<file path="src/rtl/nonce_dispatcher.sv">
// nonce_dispatcher: splits one mining job's nonce range across N_CORES hash cores.
// Lane i tries nonce_base+i, +N_CORES, +2*N_CORES, ... (2^RANGE_W/N_CORES nonces per lane).
// The first hit (lowest lane on a tie) or range exhaustion is reported through a
// valid/ack handshake.
//
// Ports:
//   clock_i             system clock
//   reset_ni            asynchronous active-low reset
//   start_i             one-cycle job start, sampled in idle only
//   abort_i             one-cycle job cancel (launch/run only)
//   nonce_base_i        first nonce of the job, sampled with start_i
//   core_start_o        per-lane one-cycle launch pulse
//   core_nonce_o        lane i nonce at [i*NONCE_W +: NONCE_W]
//   core_done_i         per-lane completion pulse
//   core_found_i        per-lane hit flag, valid with core_done_i
//   core_kill_o         one-cycle pulse: all cores drop work
//   busy_o              job in launch/run
//   result_valid_o      result held until result_ack_i
//   result_nonce_o      winning nonce (0 when exhausted)
//   result_exhausted_o  job ended without a hit
//   result_ack_i        processor consumes the result
//   nonces_tried_o      saturating count of accepted core_done pulses this job
module nonce_dispatcher #(
    parameter int unsigned N_CORES = 4,
    parameter int unsigned NONCE_W = 32,
    parameter int unsigned RANGE_W = 20
) (
    input  logic                       clock_i,
    input  logic                       reset_ni,
    input  logic                       start_i,
    input  logic                       abort_i,
    input  logic [NONCE_W-1:0]         nonce_base_i,
    output logic [N_CORES-1:0]         core_start_o,
    output logic [N_CORES*NONCE_W-1:0] core_nonce_o,
    input  logic [N_CORES-1:0]         core_done_i,
    input  logic [N_CORES-1:0]         core_found_i,
    output logic                       core_kill_o,
    output logic                       busy_o,
    output logic                       result_valid_o,
    output logic [NONCE_W-1:0]         result_nonce_o,
    output logic                       result_exhausted_o,
    input  logic                       result_ack_i,
    output logic [31:0]                nonces_tried_o
);

    localparam int unsigned LaneLen = (32'd1 << RANGE_W) / N_CORES;
    localparam int unsigned CntW    = $clog2(N_CORES + 1);

    typedef enum logic [1:0] {StIdle, StLaunch, StRun, StReport} state_e;

    state_e                            state_q, state_d;
    logic [N_CORES-1:0][NONCE_W-1:0]   lane_nonce_q, lane_nonce_d;
    logic [N_CORES-1:0][RANGE_W-1:0]   lane_cnt_q, lane_cnt_d;
    logic [N_CORES-1:0]                lane_active_q, lane_active_d;
    logic [N_CORES-1:0]                core_start_q, core_start_d;
    logic                              core_kill_q, core_kill_d;
    logic                              result_valid_q, result_valid_d;
    logic [NONCE_W-1:0]                result_nonce_q, result_nonce_d;
    logic                              result_exh_q, result_exh_d;
    logic [31:0]                       tried_q, tried_d;

    logic [N_CORES-1:0]                done_eff;
    logic [N_CORES-1:0]                hit;
    logic [CntW-1:0]                   done_cnt;
    logic [32:0]                       tried_sum;
    logic [31:0]                       tried_sat;
    logic [NONCE_W-1:0]                win_nonce;

    // Dones on retired lanes are ignored entirely (neither counted nor a hit).
    assign done_eff = core_done_i & lane_active_q;
    assign hit      = done_eff & core_found_i;

    // Popcount of accepted dones and lowest-index winning nonce.
    always_comb begin
        done_cnt  = '0;
        win_nonce = '0;
        for (int i = int'(N_CORES) - 1; i >= 0; i--) begin
            done_cnt = done_cnt + CntW'(done_eff[i]);
            if (hit[i]) begin
                win_nonce = lane_nonce_q[i];
            end
        end
    end

    assign tried_sum = {1'b0, tried_q} + 33'(done_cnt);
    assign tried_sat = tried_sum[32] ? 32'hFFFF_FFFF : tried_sum[31:0];

    always_comb begin
        state_d        = state_q;
        lane_nonce_d   = lane_nonce_q;
        lane_cnt_d     = lane_cnt_q;
        lane_active_d  = lane_active_q;
        core_start_d   = '0;
        core_kill_d    = 1'b0;
        result_valid_d = result_valid_q;
        result_nonce_d = result_nonce_q;
        result_exh_d   = result_exh_q;
        tried_d        = tried_q;

        unique case (state_q)
            StIdle: begin
                if (start_i) begin
                    state_d        = StLaunch;
                    tried_d        = '0;
                    result_nonce_d = '0;
                    result_exh_d   = 1'b0;
                    for (int i = 0; i < int'(N_CORES); i++) begin
                        lane_nonce_d[i]  = nonce_base_i + NONCE_W'(i);
                        lane_cnt_d[i]    = '0;
                        lane_active_d[i] = 1'b1;
                    end
                end
            end
            StLaunch: begin
                if (abort_i) begin
                    core_kill_d = 1'b1;
                    state_d     = StIdle;
                end else begin
                    core_start_d = '1;
                    state_d      = StRun;
                end
            end
            StRun: begin
                if (abort_i) begin
                    // Abort wins over a same-cycle hit or exhaustion.
                    core_kill_d = 1'b1;
                    state_d     = StIdle;
                end else begin
                    tried_d = tried_sat;
                    if (|hit) begin
                        result_nonce_d = win_nonce;
                        result_exh_d   = 1'b0;
                        result_valid_d = 1'b1;
                        core_kill_d    = 1'b1;
                        state_d        = StReport;
                    end else begin
                        for (int i = 0; i < int'(N_CORES); i++) begin
                            if (done_eff[i]) begin
                                lane_cnt_d[i] = lane_cnt_q[i] + RANGE_W'(1);
                                if ((32'(lane_cnt_q[i]) + 32'd1) < LaneLen) begin
                                    lane_nonce_d[i] = lane_nonce_q[i] + NONCE_W'(N_CORES);
                                    core_start_d[i] = 1'b1;
                                end else begin
                                    lane_active_d[i] = 1'b0;
                                end
                            end
                        end
                        if (lane_active_d == '0) begin
                            result_nonce_d = '0;
                            result_exh_d   = 1'b1;
                            result_valid_d = 1'b1;
                            state_d        = StReport;
                        end
                    end
                end
            end
            StReport: begin
                if (result_ack_i) begin
                    result_valid_d = 1'b0;
                    state_d        = StIdle;
                end
            end
        endcase
    end

    always_ff @(posedge clock_i or negedge reset_ni) begin
        if (!reset_ni) begin
            state_q        <= StIdle;
            lane_nonce_q   <= '0;
            lane_cnt_q     <= '0;
            lane_active_q  <= '0;
            core_start_q   <= '0;
            core_kill_q    <= 1'b0;
            result_valid_q <= 1'b0;
            result_nonce_q <= '0;
            result_exh_q   <= 1'b0;
            tried_q        <= '0;
        end else begin
            state_q        <= state_d;
            lane_nonce_q   <= lane_nonce_d;
            lane_cnt_q     <= lane_cnt_d;
            lane_active_q  <= lane_active_d;
            core_start_q   <= core_start_d;
            core_kill_q    <= core_kill_d;
            result_valid_q <= result_valid_d;
            result_nonce_q <= result_nonce_d;
            result_exh_q   <= result_exh_d;
            tried_q        <= tried_d;
        end
    end

    assign core_start_o       = core_start_q;
    assign core_nonce_o       = lane_nonce_q;
    assign core_kill_o        = core_kill_q;
    assign busy_o             = (state_q == StLaunch) || (state_q == StRun);
    assign result_valid_o     = result_valid_q;
    assign result_nonce_o     = result_nonce_q;
    assign result_exhausted_o = result_exh_q;
    assign nonces_tried_o     = tried_q;

endmodule

</file>
<file path="config.mk">
export PLATFORM = sky130hd
export DESIGN_NAME = nonce_dispatcher
export DESIGN_NICKNAME = d
export VERILOG_FILES = /design/src/rtl/nonce_dispatcher.sv
export SDC_FILE = /design/constraint.sdc
export NUM_CORES = 1
export LEC_CHECK = 0
export ABC_AREA = 1
export BUFFER_PORTS_ARGS = -buffer_cell sky130_fd_sc_hd__clkbuf_2
export CAP_MARGIN = 0
export CORE_MARGIN = 2
export CORE_UTILIZATION = 54
export CTS_BUF_LIST = sky130_fd_sc_hd__clkbuf_8 sky130_fd_sc_hd__clkbuf_16
export CTS_CLUSTER_DIAMETER = 100
export CTS_CLUSTER_SIZE = 25
export DETAILED_ROUTE_END_ITERATION = 16
export MAX_ROUTING_LAYER = met4
export PLACE_DENSITY = 0.76
export SLEW_MARGIN = 20
export SYNTH_ARGS = -nofsm -noshare
export SYNTH_HDL_FRONTEND = slang
export SYNTH_SLANG_ARGS = --single-unit
export TNS_END_PERCENT = 10
</file>
<file path="constraint.sdc">
create_clock -name clock_i -period 3 [get_ports clock_i]
set_input_delay 0.15 -clock clock_i [delete_from_list [all_inputs] [get_ports clock_i]]
set_output_delay 0.15 -clock clock_i [all_outputs]
set_load 0.02 [all_outputs]
</file>
# == After elaboration in Yosys (flattened, before gate mapping) ==
# Cells that the tools add are included.
# totals
ff_bits,285
wordCells,165
# op_classes
add_sub_neg,19
magnitude_cmp,4
n_eq_ne,17
n_mux,88
n_bitwise,2
reduce_logical,19
# op_table
operator,count
two-way mux 32 bit,18
two-way mux 128 bit,3
case mux 128 bit (2 select lines),1
two-way mux 80 bit,3
case mux 80 bit (2 select lines),1
"adder 32 x 3 -> 32 bit, second input constant",4
case mux 32 bit (2 select lines),2
"adder 20 x 1 -> 21 bit, second input constant",4
"less-than comparator 21 x 19 -> 1 bit, second input constant",4
"adder 20 x 1 -> 20 bit, second input constant",4
two-way mux 20 bit,4
"adder 32 x 2 -> 32 bit, second input constant",2
two-way mux 1 bit,38
adder 32 x 3 -> 33 bit,1
"adder 32 x 1 -> 32 bit, second input constant",1
two-way mux 4 bit,6
"!= test 2 bit, second input constant",12
AND reduction 6 bit,4
AND reduction 5 bit,4
case mux 4 bit (2 select lines),2
two-way mux 2 bit,6
AND reduction 4 bit,3
AND 4 bit,2
case mux 2 bit (4 select lines),1
14 further kinds,19

# == Longest topological paths before layout ==
# depth
depth_word,12
depth_mapped,18
ltp_nobuf,18

# == Worst setup path before layout ==
# OpenSTA, ideal clock, no wires.
# synth_path
path_kind,reg2reg
from,register lane_active_q[2]
to,register tried_q[28] (netlist: nonces_tried_o[28])
setup_time_ps,130
t_arrival_ps,3032
setup_slack_ps,-162
stages_incl_launch_ff,17
n_path_buf,0
path_cell_list,dfrtp_1 -> nand2_1 -> inv_2 -> fa_1 -> inv_1 -> fa_1 -> inv_1 -> fa_1 -> nand3_1 -> nor2_1 -> nand4_1 -> nor3_1 -> nand3_1 -> nor2_1 -> nand2_1 -> o21ai_0 -> o21ai_0
# synth_via
elab_chain_len,8
# synth_rtl
element,line,text
"start, declared",54,"logic [N_CORES-1:0] lane_active_q, lane_active_d;"
"start signal, assigned",182,lane_active_q <= lane_active_d;
AND 4 bit,70,assign done_eff = core_done_i & lane_active_q;
adder 1 x 1 -> 2 bit,78,done_cnt = done_cnt + CntW'(done_eff[i]);
adder 2 x 1 -> 3 bit,78,
adder 3 x 1 -> 3 bit,78,
adder 32 x 3 -> 33 bit,85,"assign tried_sum = {1'b0, tried_q} + 33'(done_cnt);"
two-way mux 32 bit,86,assign tried_sat = tried_sum[32] ? 32'hFFFF_FFFF : tried_sum[31:0];
two-way mux 32 bit,124,if (abort_i) begin
case mux 32 bit (2 select lines),100,unique case (state_q)
"end signal, assigned",188,tried_q <= tried_d;
"end, declared",60,"logic [31:0] tried_q, tried_d;"
# Every way passes these cells. The select of a mux whose other input is x is not followed.
# A chain may end at the register's enable or synchronous reset.

# == Worst setup path after layout ==
# layout_path
from,register lane_active_q[2]
to,register tried_q[24] (netlist: nonces_tried_o[24])
# Same word-level chain as after synthesis.

==> impl_metrics.json <==
{
  "leakagePower_uw": 0.0104,
  "clock_latency_ns": 0.53,
  "vias": 21600,
  "antenna_left": 0,
  "grt_pass1_wl_um": 118000,
  "arrival_ns": 3.46,
  "wl_per_cell_um": 21.8,
  "finalWeightedCongestion": 1.18,
  "synth_edf_count": 0,
  "drc": 0,
  "drive_gt1_frac": 0.169,
  "track_usage": 0.412,
  "fmax_mhz": 327,
  "grt_max_degree": 97,
  "critPathKind": "flip-flop to flip-flop",
  "synth_fa_ha_area_frac": 0.0144,
  "dp_hpwl_um": 60200,
  "synthSimpleGateAreaFrac": 0.285,
  "synth_xor_area_frac": 0.0571,
  "clk_pin_slew_ns": 0.11,
  "syn_nets": 2861,
  "muxShareOfSynthArea": 0.00114,
  "setup_viol": 3,
  "port_buffers": 244,
  "final_cells": 3547,
  "hold_class": "input pin to flip-flop",
  "yosys_warnings": 0,
  "violations": "setup timing",
  "cp-endpoint": "nonces_tried_o[24]$_DFFE_PN0P_",
  "die_h_um": 195,
  "relSlewSlack": 0.392,
  "synth-compound-area-share": 0.192,
  "synthCells": 2795,
  "vdd_drop_max_mv": 0.705,
  "rr_worst_depth": 14,
  "clock_skew_ns": 0.0249,
  "worst_r2r_endpoint": "nonces_tried_o[24]$_DFFE_PN0P_",
  "dp.cells": 3515,
  "antenna_found_initial": 2,
  "worstPathMaxFanout": 3,
  "cts.path.max_buffers": 3,
  "postLayoutSetupSlackWorst_ns": -0.0590,
  "rrSetupSlack_ns": -0.06,
  "status": "finished, violations left",
  "firstDrtPassIters": 6,
  "wirelength_um": 77200,
  "grt_pass1_vias": 20000,
  "worst_pin_slew_ns": 0.902,
  "cts_buffers": 15,
  "rsz0062_at_grt": "true",
  "die_area_sq_um": 38200,
  "post-route-period-util": 1.02,
  "ctsHtreeMaxLevel": 1,
  "core_sq_um": 36300,
  "overflow": 0,
  "ys_ff_latch": 285,
  "worst_setup_path_end_kind": "flip-flop",
  "cts_root_buffer": "clkbuf_16",
  "synthArstFlopShare": 1.00,
  "power_density_nw_per_um2": 838,
  "drv_slew": 0,
  "crit_required_ns": 3.40,
  "nets": 3140,
  "netlist_area_sq_um": 19800,
  "ys_types": 62,
  "start_util": 0.544,
  "reg2reg_from": "lane_active_q[2]$_DFFE_PN0P_",
  "yosysSeqAreaShare": 0.361,
  "finalHoldViolCount": 0,
  "synth_top_family_by_area": "simple AND/OR/NAND/NOR gates",
  "crit_start": "lane_active_q[2]$_DFFE_PN0P_",
  "die_w_um": 195,
  "dp_slack_ns": -0.153,
  "start_kind": "flip-flop",
  "drt_iter0_markers": 2788,
  "synth_top_flop_cell": "dfrtp_1",
  "fin_util": 0.622,
  "boundaryPins": 245,
  "area_growth_pct": 14.4,
  "viasPerCell": 6.09,
  "synth_area_per_cell_sq_um": 7.08,
  "tritoncts": "built",
  "cap_violations": 0,
  "fin_crit_ns": 3.06,
  "rows": 70,
  "clkSinkCount": 285
}
[state kept, by name, indices dropped and copies added (netlist names)]
name,flops
lane_active_q,4
nonces_tried_o,32
result_nonce_o,32
result_valid_o,1
result_exhausted_o,1
core_start_o,4
core_nonce_o,128
core_kill_o,1
state_q,2
lane_cnt_q,80
[placed cells by master, fill, tap and decap left out, types with 6 or more instances in the layout]
master,instances
nor3_1,98
buf_12,7
dfrtp_1,285
clkbuf_16,15
nor3_2,6
clkbuf_2,243
inv_1,309
nand2_4,15
nand3_2,6
buf_4,108
o22ai_1,17
xnor2_1,17
o21ai_2,33
xor2_1,111
inv_2,21
nor2_2,15
nand2_2,14
nand2_1,585
nor2_1,280
o31ai_1,8
nor2_4,7
a211oi_1,19
a31oi_1,35
a21oi_1,160
a22oi_1,16
o21ai_1,25
ha_1,17
o211ai_1,49
nor4_1,29
nand4_1,53
nand3_1,138
o21ai_0,272
[Yosys cell counts (21+ instances only)]
cell type | n | area, sq um
inv_1 | 315 | 1180
nor4_1 | 29 | 181
o21ai_0 | 276 | 1380
nand4_1 | 53 | 332
xor2_1 | 112 | 981
buf_2 | 30 | 150
dfrtp_1 | 285 | 7130
nor2_1 | 284 | 1070
o21ai_2 | 33 | 289
o21ai_1 | 21 | 105
a31oi_1 | 35 | 219
nand2_1 | 587 | 2200
clkbuf_1 | 54 | 203
a21oi_1 | 161 | 806
nor3_1 | 100 | 500
nand3_1 | 141 | 706
o211ai_1 | 49 | 368
[worst min path at each step]
stage | cells past startpoint | start | to
after floorplan | 0 | reset_ni | core_kill_o$_DFF_PN0_
after global routing | 3 | nonce_base_i[13] | core_nonce_o[13]$_DFFE_PN0P_
after CTS | 4 | core_done_i[3] | lane_active_q[3]$_DFFE_PN0P_
final | 4 | core_done_i[3] | lane_active_q[3]$_DFFE_PN0P_
after global placement | 1 | reset_ni | nonces_tried_o[26]$_DFFE_PN0P_
after detailed placement | 1 | reset_ni | nonces_tried_o[22]$_DFFE_PN0P_
[metal layers]
metal / GRT usage / part of all wire / vias to the layer above / routed length (um)
met5: - / 0 / - / 0
met4: 0.123 / 0.034 / 0 / 2640
met3: 0.0670 / 0.11 / 157 / 8510
met2: 0.606 / 0.43 / 1228 / 33600
met1: 0.587 / 0.42 / 10300 / 32500
li1: - / - / 9892 / -
[area by class of cell]
class	instances	area, sq um
Tap cell	468	586
Fill cell	3388	13700
Multi-Input combinational cell	2073	11000
Antenna cell	2	5.00
Timing Repair Buffer	367	2270
Inverter	332	1250
Clock buffer	16	389
Clock inverter	4	27.5
Sequential cell	285	7130
[critical path: stages (launching register included)]
cell,delay [ns]
dfrtp_1,0.40
nand2_2,0.07
inv_2,0.04
fa_1,0.49
inv_1,0.05
fa_2,0.33
inv_2,0.07
fa_2,0.23
nand3_4,0.10
nor2_4,0.11
nand4_1,0.15
nor3_2,0.17
nand3_1,0.17
nor4b_1,0.37
o21ai_0,0.15
[power by group]
part,switching (uW),total [uW],internal [uW],leakage [uW]
registers,1670,6550,4880,0.00367
logic,7050,10100,3040,0.00656
clock network,1360,2310,953,0.000209
total,10100,18900,8870,0.0104
[cells by family after synthesis]
| logic type | after synthesis |
|---|---|
| buffers and inverters | 437 |
| muxes | 2 |
| DFF | 285 |
| and+or+nand+nor | 1265 |
| xor gates and xnor gates | 129 |
| AOI/OAI and AO/OA | 656 |
| adders and majority gates | 21 |
[stage by stage]
stage,power [uW],setup TNS [ns],instance area [sq um],hold WS [ns]
after global placement,16100,-0.182,22100,0.153
final,18900,-0.112,22600,0.0274
after floorplan,12400,0,19800,-0.146
after CTS,18700,-0.0509,22600,0.0338
after detailed placement,16300,-0.730,22100,0.150
after global routing,20000,-3.86,22600,0.0362
[what timing repair did]
item | 4_1_cts | 5_1_grt
pin swaps | 6 | 2
setup buffers | 4 | 1
gates resized for setup | 8 | 12
hold buffers | 5 | 0
endpoints found under the setup margin | 31 | 33
hold endpoints to repair | 73 | 0
(Power assumes the default switching activity.)
